--- config.mk ---
export PLATFORM = sky130hd
export DESIGN_NAME = uart_fifo_wb
export DESIGN_NICKNAME = d
export VERILOG_FILES = /design/src/rtl/uart_fifo_wb.sv
export SDC_FILE = /design/constraint.sdc
export NUM_CORES = 1
export LEC_CHECK = 0
export ABC_CLOCK_PERIOD_IN_PS = 3600
export CORE_MARGIN = 1.5
export CORE_UTILIZATION = 60
export CTS_CLUSTER_DIAMETER = 40
export CTS_CLUSTER_SIZE = 12
export DETAILED_ROUTE_END_ITERATION = 12
export PLACE_DENSITY = 0.78
export SKIP_CTS_REPAIR_TIMING = 1
export SLEW_MARGIN = 20
export SYNTH_ARGS = -nofsm -noshare
export SYNTH_HDL_FRONTEND = slang
export SYNTH_SLANG_ARGS = --single-unit
export TNS_END_PERCENT = 1
--- constraint.sdc ---
create_clock -name wb_clk_i -period 3.6 [get_ports wb_clk_i]
set_input_delay 0.72 -clock wb_clk_i [delete_from_list [all_inputs] [get_ports wb_clk_i]]
set_output_delay 0.72 -clock wb_clk_i [all_outputs]
set_load 0.01 [all_outputs]
--- src/rtl/uart_fifo_wb.sv ---
// uart_fifo_wb: Wishbone-slave UART with programmable divisor and TX/RX FIFOs.
// Ports:
//   wb_clk_i, wb_rst_i         clock, synchronous active-high reset
//   wb_adr_i/dat_i/we/sel/stb/cyc  Wishbone slave request
//   wb_dat_o, wb_ack_o         registered read data and single-cycle acknowledge
//   int_o                      level interrupt, active-high
//   stx_pad_o, srx_pad_i       serial out (idle high), asynchronous serial in
// Also contains uart_fifo_wb_fifo, the synchronous FIFO used for TX and RX.

module uart_fifo_wb_fifo #(
  parameter int unsigned WIDTH = 8,
  parameter int unsigned DEPTH = 16
) (
  input  logic                   clk,
  input  logic                   rst,
  input  logic                   push,
  input  logic                   pop,
  input  logic [WIDTH-1:0]       wdata,
  output logic [WIDTH-1:0]       rdata_c,
  output logic [$clog2(DEPTH):0] count,
  output logic                   empty_c,
  output logic                   full_c
);
  localparam int unsigned AW = $clog2(DEPTH);
  localparam int unsigned CW = AW + 1;

  logic [WIDTH-1:0] mem_q [DEPTH];
  logic [AW-1:0]    wr_ptr_q, wr_ptr_d, rd_ptr_q, rd_ptr_d;
  logic [CW-1:0]    cnt_q, cnt_d;
  logic             push_ok_c, pop_ok_c;

  assign empty_c = (cnt_q == '0);
  assign full_c  = (cnt_q == CW'(DEPTH));
  assign rdata_c = mem_q[rd_ptr_q];
  assign count   = cnt_q;

  // A pop frees a slot in the same cycle, so push on full succeeds with pop.
  assign push_ok_c = push & (~full_c | pop);
  assign pop_ok_c  = pop & ~empty_c;

  always_comb begin
    wr_ptr_d = wr_ptr_q;
    rd_ptr_d = rd_ptr_q;
    cnt_d    = cnt_q + CW'(push_ok_c) - CW'(pop_ok_c);
    if (push_ok_c) wr_ptr_d = wr_ptr_q + AW'(1);
    if (pop_ok_c)  rd_ptr_d = rd_ptr_q + AW'(1);
  end

  always_ff @(posedge clk) begin
    if (rst) begin
      wr_ptr_q <= '0;
      rd_ptr_q <= '0;
      cnt_q    <= '0;
    end else begin
      wr_ptr_q <= wr_ptr_d;
      rd_ptr_q <= rd_ptr_d;
      cnt_q    <= cnt_d;
    end
  end

  // Storage needs no reset; pointers define validity.
  always_ff @(posedge clk) begin
    if (push_ok_c) mem_q[wr_ptr_q] <= wdata;
  end
endmodule

module uart_fifo_wb #(
  parameter int unsigned DATA_BITS   = 8,
  parameter int unsigned FIFO_DEPTH  = 16,
  parameter logic [15:0] DEFAULT_DIV = 16'd433
) (
  input  logic        wb_clk_i,
  input  logic        wb_rst_i,
  input  logic [3:0]  wb_adr_i,
  input  logic [31:0] wb_dat_i,
  output logic [31:0] wb_dat_o,
  input  logic        wb_we_i,
  input  logic [3:0]  wb_sel_i,
  input  logic        wb_stb_i,
  input  logic        wb_cyc_i,
  output logic        wb_ack_o,
  output logic        int_o,
  output logic        stx_pad_o,
  input  logic        srx_pad_i
);
  localparam int unsigned CW = $clog2(FIFO_DEPTH) + 1;
  localparam int unsigned BW = $clog2(DATA_BITS);

  typedef enum logic [1:0] {S_IDLE, S_START, S_DATA, S_STOP} uart_state_e;

  // Bus / register state
  logic        ack_q, ack_d;
  logic [31:0] dat_q, dat_d;
  logic        int_q, int_d;
  logic [15:0] div_q, div_d;
  logic        tx_en_q, tx_en_d, rx_en_q, rx_en_d, lb_q, lb_d;
  logic        irq_rx_en_q, irq_rx_en_d, irq_tx_en_q, irq_tx_en_d;
  logic        irq_err_en_q, irq_err_en_d;
  logic [8:0]  thr_q, thr_d;
  logic        rx_ovr_q, rx_ovr_d, frm_err_q, frm_err_d, tx_ovf_q, tx_ovf_d;

  // TX state
  uart_state_e          tx_state_q, tx_state_d;
  logic [15:0]          tx_cnt_q, tx_cnt_d, tx_bdiv_q, tx_bdiv_d;
  logic [BW-1:0]        tx_bit_q, tx_bit_d;
  logic [DATA_BITS-1:0] tx_shift_q, tx_shift_d;
  logic                 stx_q, stx_d;

  // RX state
  logic                 rx_s1_q, rx_s1_d, rx_s2_q, rx_s2_d, rx_prev_q, rx_prev_d;
  uart_state_e          rx_state_q, rx_state_d;
  logic [15:0]          rx_cnt_q, rx_cnt_d, rx_bdiv_q, rx_bdiv_d;
  logic [BW-1:0]        rx_bit_q, rx_bit_d;
  logic [DATA_BITS-1:0] rx_shift_q, rx_shift_d;
  logic                 rx_vld1_q, rx_vld1_d, rx_vld2_q, rx_vld2_d;

  // Combinational helpers
  logic                 req_c, rd_c, wr_c;
  logic [1:0]           reg_sel_c;
  logic                 tx_push_c, tx_pop_c, rx_pop_c;
  logic [DATA_BITS-1:0] tx_rdata_c, rx_rdata_c;
  logic [CW-1:0]        tx_count_c, rx_count_c;
  logic [8:0]           rx_cnt9_c;
  logic                 tx_empty_c, tx_full_c, rx_empty_c, rx_full_c;
  logic                 tx_busy_c, frm_evt_c;
  logic [15:0]          div_eff_c, rx_half_c;
  logic [31:0]          status_c, ctrl_c;
  logic                 rx_fall_c, tx_bit_end_c, rx_bit_end_c;
  logic                 unused_c;

  assign wb_ack_o  = ack_q;
  assign wb_dat_o  = dat_q;
  assign int_o     = int_q;
  assign stx_pad_o = stx_q;

  // A new request is only taken while no ack is outstanding.
  assign req_c     = wb_stb_i & wb_cyc_i & ~ack_q;
  assign rd_c      = req_c & ~wb_we_i;
  assign wr_c      = req_c & wb_we_i;
  assign reg_sel_c = wb_adr_i[3:2];

  assign tx_push_c = wr_c & (reg_sel_c == 2'd0) & wb_sel_i[0];
  assign rx_pop_c  = rd_c & (reg_sel_c == 2'd0);

  assign div_eff_c = (div_q < 16'd3) ? 16'd3 : div_q;
  assign tx_busy_c = (tx_state_q != S_IDLE);
  assign rx_cnt9_c = 9'(rx_count_c);

  assign status_c = {15'd0, rx_cnt9_c, tx_ovf_q, frm_err_q, rx_ovr_q, tx_busy_c,
                     tx_full_c, tx_empty_c, rx_full_c, rx_empty_c};
  assign ctrl_c   = {10'd0, irq_err_en_q, irq_tx_en_q, irq_rx_en_q, lb_q,
                     rx_en_q, tx_en_q, div_q};

  assign unused_c = ^{wb_adr_i[1:0], wb_dat_i[31:25], tx_count_c};

  uart_fifo_wb_fifo #(.WIDTH(DATA_BITS), .DEPTH(FIFO_DEPTH)) u_tx_fifo (
    .clk     (wb_clk_i),
    .rst     (wb_rst_i),
    .push    (tx_push_c),
    .pop     (tx_pop_c),
    .wdata   (wb_dat_i[DATA_BITS-1:0]),
    .rdata_c (tx_rdata_c),
    .count   (tx_count_c),
    .empty_c (tx_empty_c),
    .full_c  (tx_full_c)
  );

  uart_fifo_wb_fifo #(.WIDTH(DATA_BITS), .DEPTH(FIFO_DEPTH)) u_rx_fifo (
    .clk     (wb_clk_i),
    .rst     (wb_rst_i),
    .push    (rx_vld2_q),
    .pop     (rx_pop_c),
    .wdata   (rx_shift_q),
    .rdata_c (rx_rdata_c),
    .count   (rx_count_c),
    .empty_c (rx_empty_c),
    .full_c  (rx_full_c)
  );

  // Register file, Wishbone response, sticky status and interrupt.
  always_comb begin
    ack_d        = req_c;
    dat_d        = '0;
    div_d        = div_q;
    tx_en_d      = tx_en_q;
    rx_en_d      = rx_en_q;
    lb_d         = lb_q;
    irq_rx_en_d  = irq_rx_en_q;
    irq_tx_en_d  = irq_tx_en_q;
    irq_err_en_d = irq_err_en_q;
    thr_d        = thr_q;
    rx_ovr_d     = rx_ovr_q;
    frm_err_d    = frm_err_q;
    tx_ovf_d     = tx_ovf_q;

    // Read data captures state before this access's side effect.
    if (rd_c) begin
      case (reg_sel_c)
        2'd0:    dat_d = rx_empty_c ? 32'd0 : 32'(rx_rdata_c);
        2'd1:    dat_d = status_c;
        2'd2:    dat_d = ctrl_c;
        default: dat_d = {7'd0, thr_q, 8'd0, status_c[7:0]};
      endcase
    end

    if (wr_c) begin
      case (reg_sel_c)
        2'd2: begin
          if (wb_sel_i[0]) div_d[7:0]  = wb_dat_i[7:0];
          if (wb_sel_i[1]) div_d[15:8] = wb_dat_i[15:8];
          if (wb_sel_i[2]) begin
            tx_en_d      = wb_dat_i[16];
            rx_en_d      = wb_dat_i[17];
            lb_d         = wb_dat_i[18];
            irq_rx_en_d  = wb_dat_i[19];
            irq_tx_en_d  = wb_dat_i[20];
            irq_err_en_d = wb_dat_i[21];
          end
        end
        2'd3: begin
          if (wb_sel_i[0]) begin
            if (wb_dat_i[5]) rx_ovr_d  = 1'b0;
            if (wb_dat_i[6]) frm_err_d = 1'b0;
            if (wb_dat_i[7]) tx_ovf_d  = 1'b0;
          end
          if (wb_sel_i[2]) thr_d[7:0] = wb_dat_i[23:16];
          if (wb_sel_i[3]) thr_d[8]   = wb_dat_i[24];
        end
        default: ;
      endcase
    end

    // New error events win over a same-cycle W1C.
    if (tx_push_c & tx_full_c & ~tx_pop_c) tx_ovf_d  = 1'b1;
    if (rx_vld2_q & rx_full_c & ~rx_pop_c) rx_ovr_d  = 1'b1;
    if (frm_evt_c)                         frm_err_d = 1'b1;

    int_d = (irq_rx_en_q & (rx_cnt9_c >= thr_q) & (thr_q != 9'd0)) |
            (irq_tx_en_q & tx_empty_c) |
            (irq_err_en_q & (rx_ovr_q | frm_err_q | tx_ovf_q));
  end

  // Transmitter. Divisor is latched per bit so CTRL writes apply at bit boundaries.
  assign tx_bit_end_c = (tx_cnt_q == tx_bdiv_q);

  always_comb begin
    tx_state_d = tx_state_q;
    tx_cnt_d   = tx_cnt_q;
    tx_bdiv_d  = tx_bdiv_q;
    tx_bit_d   = tx_bit_q;
    tx_shift_d = tx_shift_q;
    tx_pop_c   = 1'b0;

    case (tx_state_q)
      S_IDLE: begin
        if (tx_en_q & ~tx_empty_c) begin
          tx_pop_c   = 1'b1;
          tx_state_d = S_START;
          tx_cnt_d   = '0;
          tx_bdiv_d  = div_eff_c;
          tx_shift_d = tx_rdata_c;
        end
      end
      S_START: begin
        if (tx_bit_end_c) begin
          tx_state_d = S_DATA;
          tx_cnt_d   = '0;
          tx_bit_d   = '0;
          tx_bdiv_d  = div_eff_c;
        end else begin
          tx_cnt_d = tx_cnt_q + 16'd1;
        end
      end
      S_DATA: begin
        if (tx_bit_end_c) begin
          tx_cnt_d  = '0;
          tx_bdiv_d = div_eff_c;
          if (tx_bit_q == BW'(DATA_BITS - 1)) tx_state_d = S_STOP;
          else                                tx_bit_d   = tx_bit_q + BW'(1);
        end else begin
          tx_cnt_d = tx_cnt_q + 16'd1;
        end
      end
      default: begin
        if (tx_bit_end_c) begin
          // Chain straight into the next frame to avoid an idle gap.
          if (tx_en_q & ~tx_empty_c) begin
            tx_pop_c   = 1'b1;
            tx_state_d = S_START;
            tx_cnt_d   = '0;
            tx_bdiv_d  = div_eff_c;
            tx_shift_d = tx_rdata_c;
          end else begin
            tx_state_d = S_IDLE;
          end
        end else begin
          tx_cnt_d = tx_cnt_q + 16'd1;
        end
      end
    endcase

    // Pin follows the state one cycle later.
    case (tx_state_q)
      S_START: stx_d = 1'b0;
      S_DATA:  stx_d = tx_shift_q[tx_bit_q];
      default: stx_d = 1'b1;
    endcase
  end

  // Receiver: synchroniser, falling-edge detect, mid-bit sampling.
  assign rx_fall_c    = rx_prev_q & ~rx_s2_q;
  assign rx_bit_end_c = (rx_cnt_q == rx_bdiv_q);
  assign rx_half_c    = 16'(({1'b0, rx_bdiv_q} + 17'd1) >> 1);

  always_comb begin
    rx_s1_d    = lb_q ? stx_q : srx_pad_i;
    rx_s2_d    = rx_s1_q;
    rx_prev_d  = rx_s2_q;
    rx_state_d = rx_state_q;
    rx_cnt_d   = rx_cnt_q;
    rx_bdiv_d  = rx_bdiv_q;
    rx_bit_d   = rx_bit_q;
    rx_shift_d = rx_shift_q;
    rx_vld1_d  = 1'b0;
    rx_vld2_d  = rx_vld1_q;
    frm_evt_c  = 1'b0;

    case (rx_state_q)
      S_IDLE: begin
        if (rx_en_q & rx_fall_c) begin
          rx_state_d = S_START;
          rx_cnt_d   = 16'd1;
          rx_bdiv_d  = div_eff_c;
        end
      end
      S_START: begin
        if (rx_cnt_q == rx_half_c) begin
          if (rx_s2_q) begin
            rx_state_d = S_IDLE;
          end else begin
            rx_state_d = S_DATA;
            rx_cnt_d   = '0;
            rx_bit_d   = '0;
            rx_bdiv_d  = div_eff_c;
          end
        end else begin
          rx_cnt_d = rx_cnt_q + 16'd1;
        end
      end
      S_DATA: begin
        if (rx_bit_end_c) begin
          rx_shift_d = {rx_s2_q, rx_shift_q[DATA_BITS-1:1]};
          rx_cnt_d   = '0;
          rx_bdiv_d  = div_eff_c;
          if (rx_bit_q == BW'(DATA_BITS - 1)) rx_state_d = S_STOP;
          else                                rx_bit_d   = rx_bit_q + BW'(1);
        end else begin
          rx_cnt_d = rx_cnt_q + 16'd1;
        end
      end
      default: begin
        if (rx_bit_end_c) begin
          rx_state_d = S_IDLE;
          if (rx_s2_q) rx_vld1_d = 1'b1;
          else         frm_evt_c = 1'b1;
        end else begin
          rx_cnt_d = rx_cnt_q + 16'd1;
        end
      end
    endcase
  end

  always_ff @(posedge wb_clk_i) begin
    if (wb_rst_i) begin
      ack_q        <= 1'b0;
      dat_q        <= '0;
      int_q        <= 1'b0;
      div_q        <= DEFAULT_DIV;
      tx_en_q      <= 1'b0;
      rx_en_q      <= 1'b0;
      lb_q         <= 1'b0;
      irq_rx_en_q  <= 1'b0;
      irq_tx_en_q  <= 1'b0;
      irq_err_en_q <= 1'b0;
      thr_q        <= 9'd1;
      rx_ovr_q     <= 1'b0;
      frm_err_q    <= 1'b0;
      tx_ovf_q     <= 1'b0;
      tx_state_q   <= S_IDLE;
      tx_cnt_q     <= '0;
      tx_bdiv_q    <= 16'd3;
      tx_bit_q     <= '0;
      tx_shift_q   <= '0;
      stx_q        <= 1'b1;
      rx_s1_q      <= 1'b1;
      rx_s2_q      <= 1'b1;
      rx_prev_q    <= 1'b1;
      rx_state_q   <= S_IDLE;
      rx_cnt_q     <= '0;
      rx_bdiv_q    <= 16'd3;
      rx_bit_q     <= '0;
      rx_shift_q   <= '0;
      rx_vld1_q    <= 1'b0;
      rx_vld2_q    <= 1'b0;
    end else begin
      ack_q        <= ack_d;
      dat_q        <= dat_d;
      int_q        <= int_d;
      div_q        <= div_d;
      tx_en_q      <= tx_en_d;
      rx_en_q      <= rx_en_d;
      lb_q         <= lb_d;
      irq_rx_en_q  <= irq_rx_en_d;
      irq_tx_en_q  <= irq_tx_en_d;
      irq_err_en_q <= irq_err_en_d;
      thr_q        <= thr_d;
      rx_ovr_q     <= rx_ovr_d;
      frm_err_q    <= frm_err_d;
      tx_ovf_q     <= tx_ovf_d;
      tx_state_q   <= tx_state_d;
      tx_cnt_q     <= tx_cnt_d;
      tx_bdiv_q    <= tx_bdiv_d;
      tx_bit_q     <= tx_bit_d;
      tx_shift_q   <= tx_shift_d;
      stx_q        <= stx_d;
      rx_s1_q      <= rx_s1_d;
      rx_s2_q      <= rx_s2_d;
      rx_prev_q    <= rx_prev_d;
      rx_state_q   <= rx_state_d;
      rx_cnt_q     <= rx_cnt_d;
      rx_bdiv_q    <= rx_bdiv_d;
      rx_bit_q     <= rx_bit_d;
      rx_shift_q   <= rx_shift_d;
      rx_vld1_q    <= rx_vld1_d;
      rx_vld2_q    <= rx_vld2_d;
    end
  end
endmodule
==> out/qor.csv <==
stage;metric;value;unit
die;DIE HEIGHT;182;µm
worst_setup_path;Reg2Reg Setup Slack;0.44;ns
grt;GR Util met1;0.347;
grt;number of global-route vias before repair;12200;
routing;Routed WL per cell;20.9;µm
pwr;VDD IR-drop max;0.343;mV
die;I/O pin cnt;81;
placement;placer's final routability congestion estimate;0.872;
worst_setup_path;FF-to-FF path depth;15;
timing;slew margin rel.;0.289;
worst_setup_path;crit end category;flop;
synthesis;biggest area consumer among synthesized cells;edfxtp_1;
synthesis;Post-Synthesis Cell Area;19200;µm²
routing;DRT Wirelength;42600;µm
worst_setup_path;CP Max Fanout;7;
cells_and_area;most frequent cells in the layout;256 x edfxtp_1, 189 x dfxtp_1, 176 x nor2_1, 107 x nand2_1, 84 x mux2i_1;
placement;HPWL Detailed;27900;µm
worst_setup_path;crit start category;flop;
grt;first-pass GRT wire length;67200;µm
cells_and_area;fin util;0.703;
worst_setup_path;worst path cell trace;xnor2_1, nand4_1, nor4_2, mux2i_1, o21ai_1, buf_4, and2_1, ha_1, inv_1, fa_1, inv_1, a21oi_1, nor2_1, or3_1, a21oi_1;
timing;final slew viol count;0;
timing;RSZ-0062 raised after global routing;no;
synthesis;synthesis warning total;0;
clocking;Worst-path clk slew;0.06;ns
worst_setup_path;Reg2Reg Capture Point;u_tx_fifo.count[4];
worst_setup_path;Setup CP Type;reg -> reg;
placement;pre-CTS setup slack;0.0718;ns
timing;Final Hold Fails;0;
synthesis;#FFs+latches synth;447;
clocking;TritonCTS Buffers;53;
worst_setup_path;Data arrival, critical path;3.57;ns
cells_and_area;Sequential Area;11500;µm²
grt;total global-route track usage;0.263;
routing;post-route ant nets;0;
pwr;LEAKAGE;7.77;nW
die;Die Footprint;33100;µm²
synthesis;share of the synthesized area in the top cell type;0.400;
cells_and_area;area of the multi-input gates;7180;µm²
synthesis;syn avg cell area;12.9;µm²
status;status;complete, no violations;
worst_setup_path;slowest stage cell, crit path;dfxtp_1;
worst_setup_path;origin of the worst setup path;tx_cnt_q[6];
cells_and_area;layout overhead on the synthesized area;15.4;%
grt;largest net degree at the start of global routing;100;
worst_setup_path;Slowest Stage Delay on Critical Path;0.46;ns
timing;worst slew pin tran;1.07;ns
cells_and_area;share of cells above drive strength 1;0.151;
synthesis;ys async rst share;0;
cells_and_area;fill count;2082;
die;Die Width;182;µm
routing;DR DRC count;0;
die;Initial Util;0.609;
timing;setup slack after layout;0.438;ns
clocking;H-tree levels;2;
timing;Final setup viols;0;
clocking;clock sink count;447;
routing;Avg Vias per Cell;5.98;
worst_setup_path;CP required;4.01;ns
routing;vias after detailed routing;12200;
worst_setup_path;worst reg2reg path startpoint;tx_cnt_q[6];
routing;Initial DRC Count;965;
clocking;Longest Clk Path Bufs;3;
synthesis;Syn Inst Count;1494;
grt;Congestion Overflow GR;0;
timing;Fin Setup TNS;0;ns
placement;port bufs;64;
synthesis;sequential area share after synthesis;0.599;
pwr;power density over cell area;505;nW/µm²
timing;Min Clock Period, post-route;3.16;ns
clocking;CTS Root Cell;clkbuf_16;
synthesis;Post-synth EDFFs;256;
cells_and_area;nets@finish;1681;
timing;Max Freq;316;MHz
grt;GR peak layer;met2;
grt;GR Util met2;0.444;
grt;M3 GR Usage;0.0461;
cells_and_area;commonest non-fill, non-tap cell in the layout;edfxtp_1;
worst_hold_path;Hold Crit Class;reg -> reg;
synthesis;synth unique cells;72;
worst_hold_path;hold path startpoint;rx_vld1_q;
clocking;clk_lat worst skew;0.57;ns
die;core box area;31600;µm²
job;max-cap violations;0;
synthesis;ys flop type;edfxtp_1;
worst_hold_path;worst hold stages;1;
worst_hold_path;hold-critical path endpoint;rx_vld2_q;
clocking;CTS tree;done;
grt;antenna violations before repair;3;
die;Rows;65;
synthesis;synth top area cells;edfxtp_1 40%, dfxtp_1 20%, mux4_2 9.6%, mux2i_1 4.4%, nor2_1 3.4%;
timing;Worst Skew;0.0188;ns
routing;DRT Pass-1 Iters;5;
timing;crit share post-route;0.878;
state kept, by name, indices dropped and copies added, names as in the netlist, 4 cells and up, named ones only:
name / cells
rx_bdiv_q: 16
wb_dat_o: 25
u_rx_fifo.rd_ptr_q: 4
u_rx_fifo.wr_ptr_q: 4
u_rx_fifo.count: 5
thr_q: 9
u_tx_fifo.wr_ptr_q: 4
u_tx_fifo.count: 5
div_q: 16
tx_bdiv_q: 16
u_tx_fifo.rd_ptr_q: 4
tx_cnt_q: 16
rx_shift_q: 8
rx_cnt_q: 16
tx_shift_q: 8
u_rx_fifo.mem_q: 128
u_tx_fifo.mem_q: 128
cell type report:
type / instances / area share
multi-input cells: 921 / 0.324
diodes: 1 / 0.000113
well taps: 402 / 0.0227
repair buffers: 127 / 0.0501
inverters: 41 / 0.00694
clock buffers: 70 / 0.0650
flip-flops and latches: 447 / 0.519
clock inverters: 26 / 0.0127
worst max-delay path: cells and delay by family, from the launching register on:
kind,cells,cell delay [ns]
multiplexers,1,0.27
XOR/XNOR,1,0.15
AND/OR/NAND/NOR,5,0.94
flip-flops,1,0.46
AO/OA/AOI/OAI,3,0.32
adder cells (fa/ha/maj),2,0.57
buffers and inverters,3,0.28
report_power, final:
group	switching, mW	internal (mW)
Sequential	0.0604	5.41
Clock	2.09	3.07
Combinational	0.357	0.229
metrics by stage:
stage	power [mW]	hold slack, ns	std cells	instance area [µm²]
2_1_floorplan	5.97	0.389	1500	19300
4_1_cts	11.3	0.469	2034	22200
3_5_place_dp	6.15	0.451	1938	20500
6_report	11.2	0.467	2035	22200
3_3_place_gp	6.13	0.433	1938	20500
5_1_grt	11.5	0.480	2035	22200
cell families (layout without fill, tap and decap cells):
family	count (synthesis)	count (layout)	synth area share
adders and majority gates	44	44	0.0294
muxes	167	167	0.140
DFF	447	447	0.599
buffers and inverters	132	264	0.0293
other	1	8	0.000195
AOI/OAI and AO/OA	162	162	0.0515
xor gates and xnor gates	74	74	0.0337
and+or+nand+nor	467	467	0.117
Yosys cell counts, drive strengths merged, types with 2 or more instances:
cell type and n:
mux2i 84, or2 3, nand2b 14, nand4b 2
a21o 4, dfxtp 191, nand2 107, ha 42
nor4b 2, nor3b 5, o21ai 35, a211oi 4
edfxtp 256, nand3 43, and2 5, a21oi 73
a221oi 2, xnor2 43, a31oi 9, or3 5
and4 3, mux4 82, a22oi 7, clkbuf 57
o211a 2, nor2 177, fa 2, inv 41
nand4 17, a311oi 8, and3 21, nor3 19
nor4 12, buf 34, or4 8, nor2b 12
o31ai 6, nand3b 7, o41ai 3, xor2 31
how the worst max path moves through the flow:
stage | endpoint | cells after the start
after floorplan | u_rx_fifo.count[4] | 11
after global placement | u_rx_fifo.count[4] | 11
after detailed placement | u_rx_fifo.count[4] | 11
after CTS | rx_bit_q[0] | 8
after global routing | u_tx_fifo.count[4] | 15
final | u_tx_fifo.count[4] | 15
layer usage:
| layer | share of wire | wire, µm | vias up |
|---|---|---|---|
| met2 | 0.50 | 21100 | 449 |
| met3 | 0.069 | 2930 | 83 |
| met1 | 0.41 | 17300 | 5957 |
| li1 | - | - | 5672 |
| met5 | 0.00061 | 26 | - |
| met4 | 0.028 | 1210 | 4 |
No activity file was read; power rests on OpenSTA's default activity.
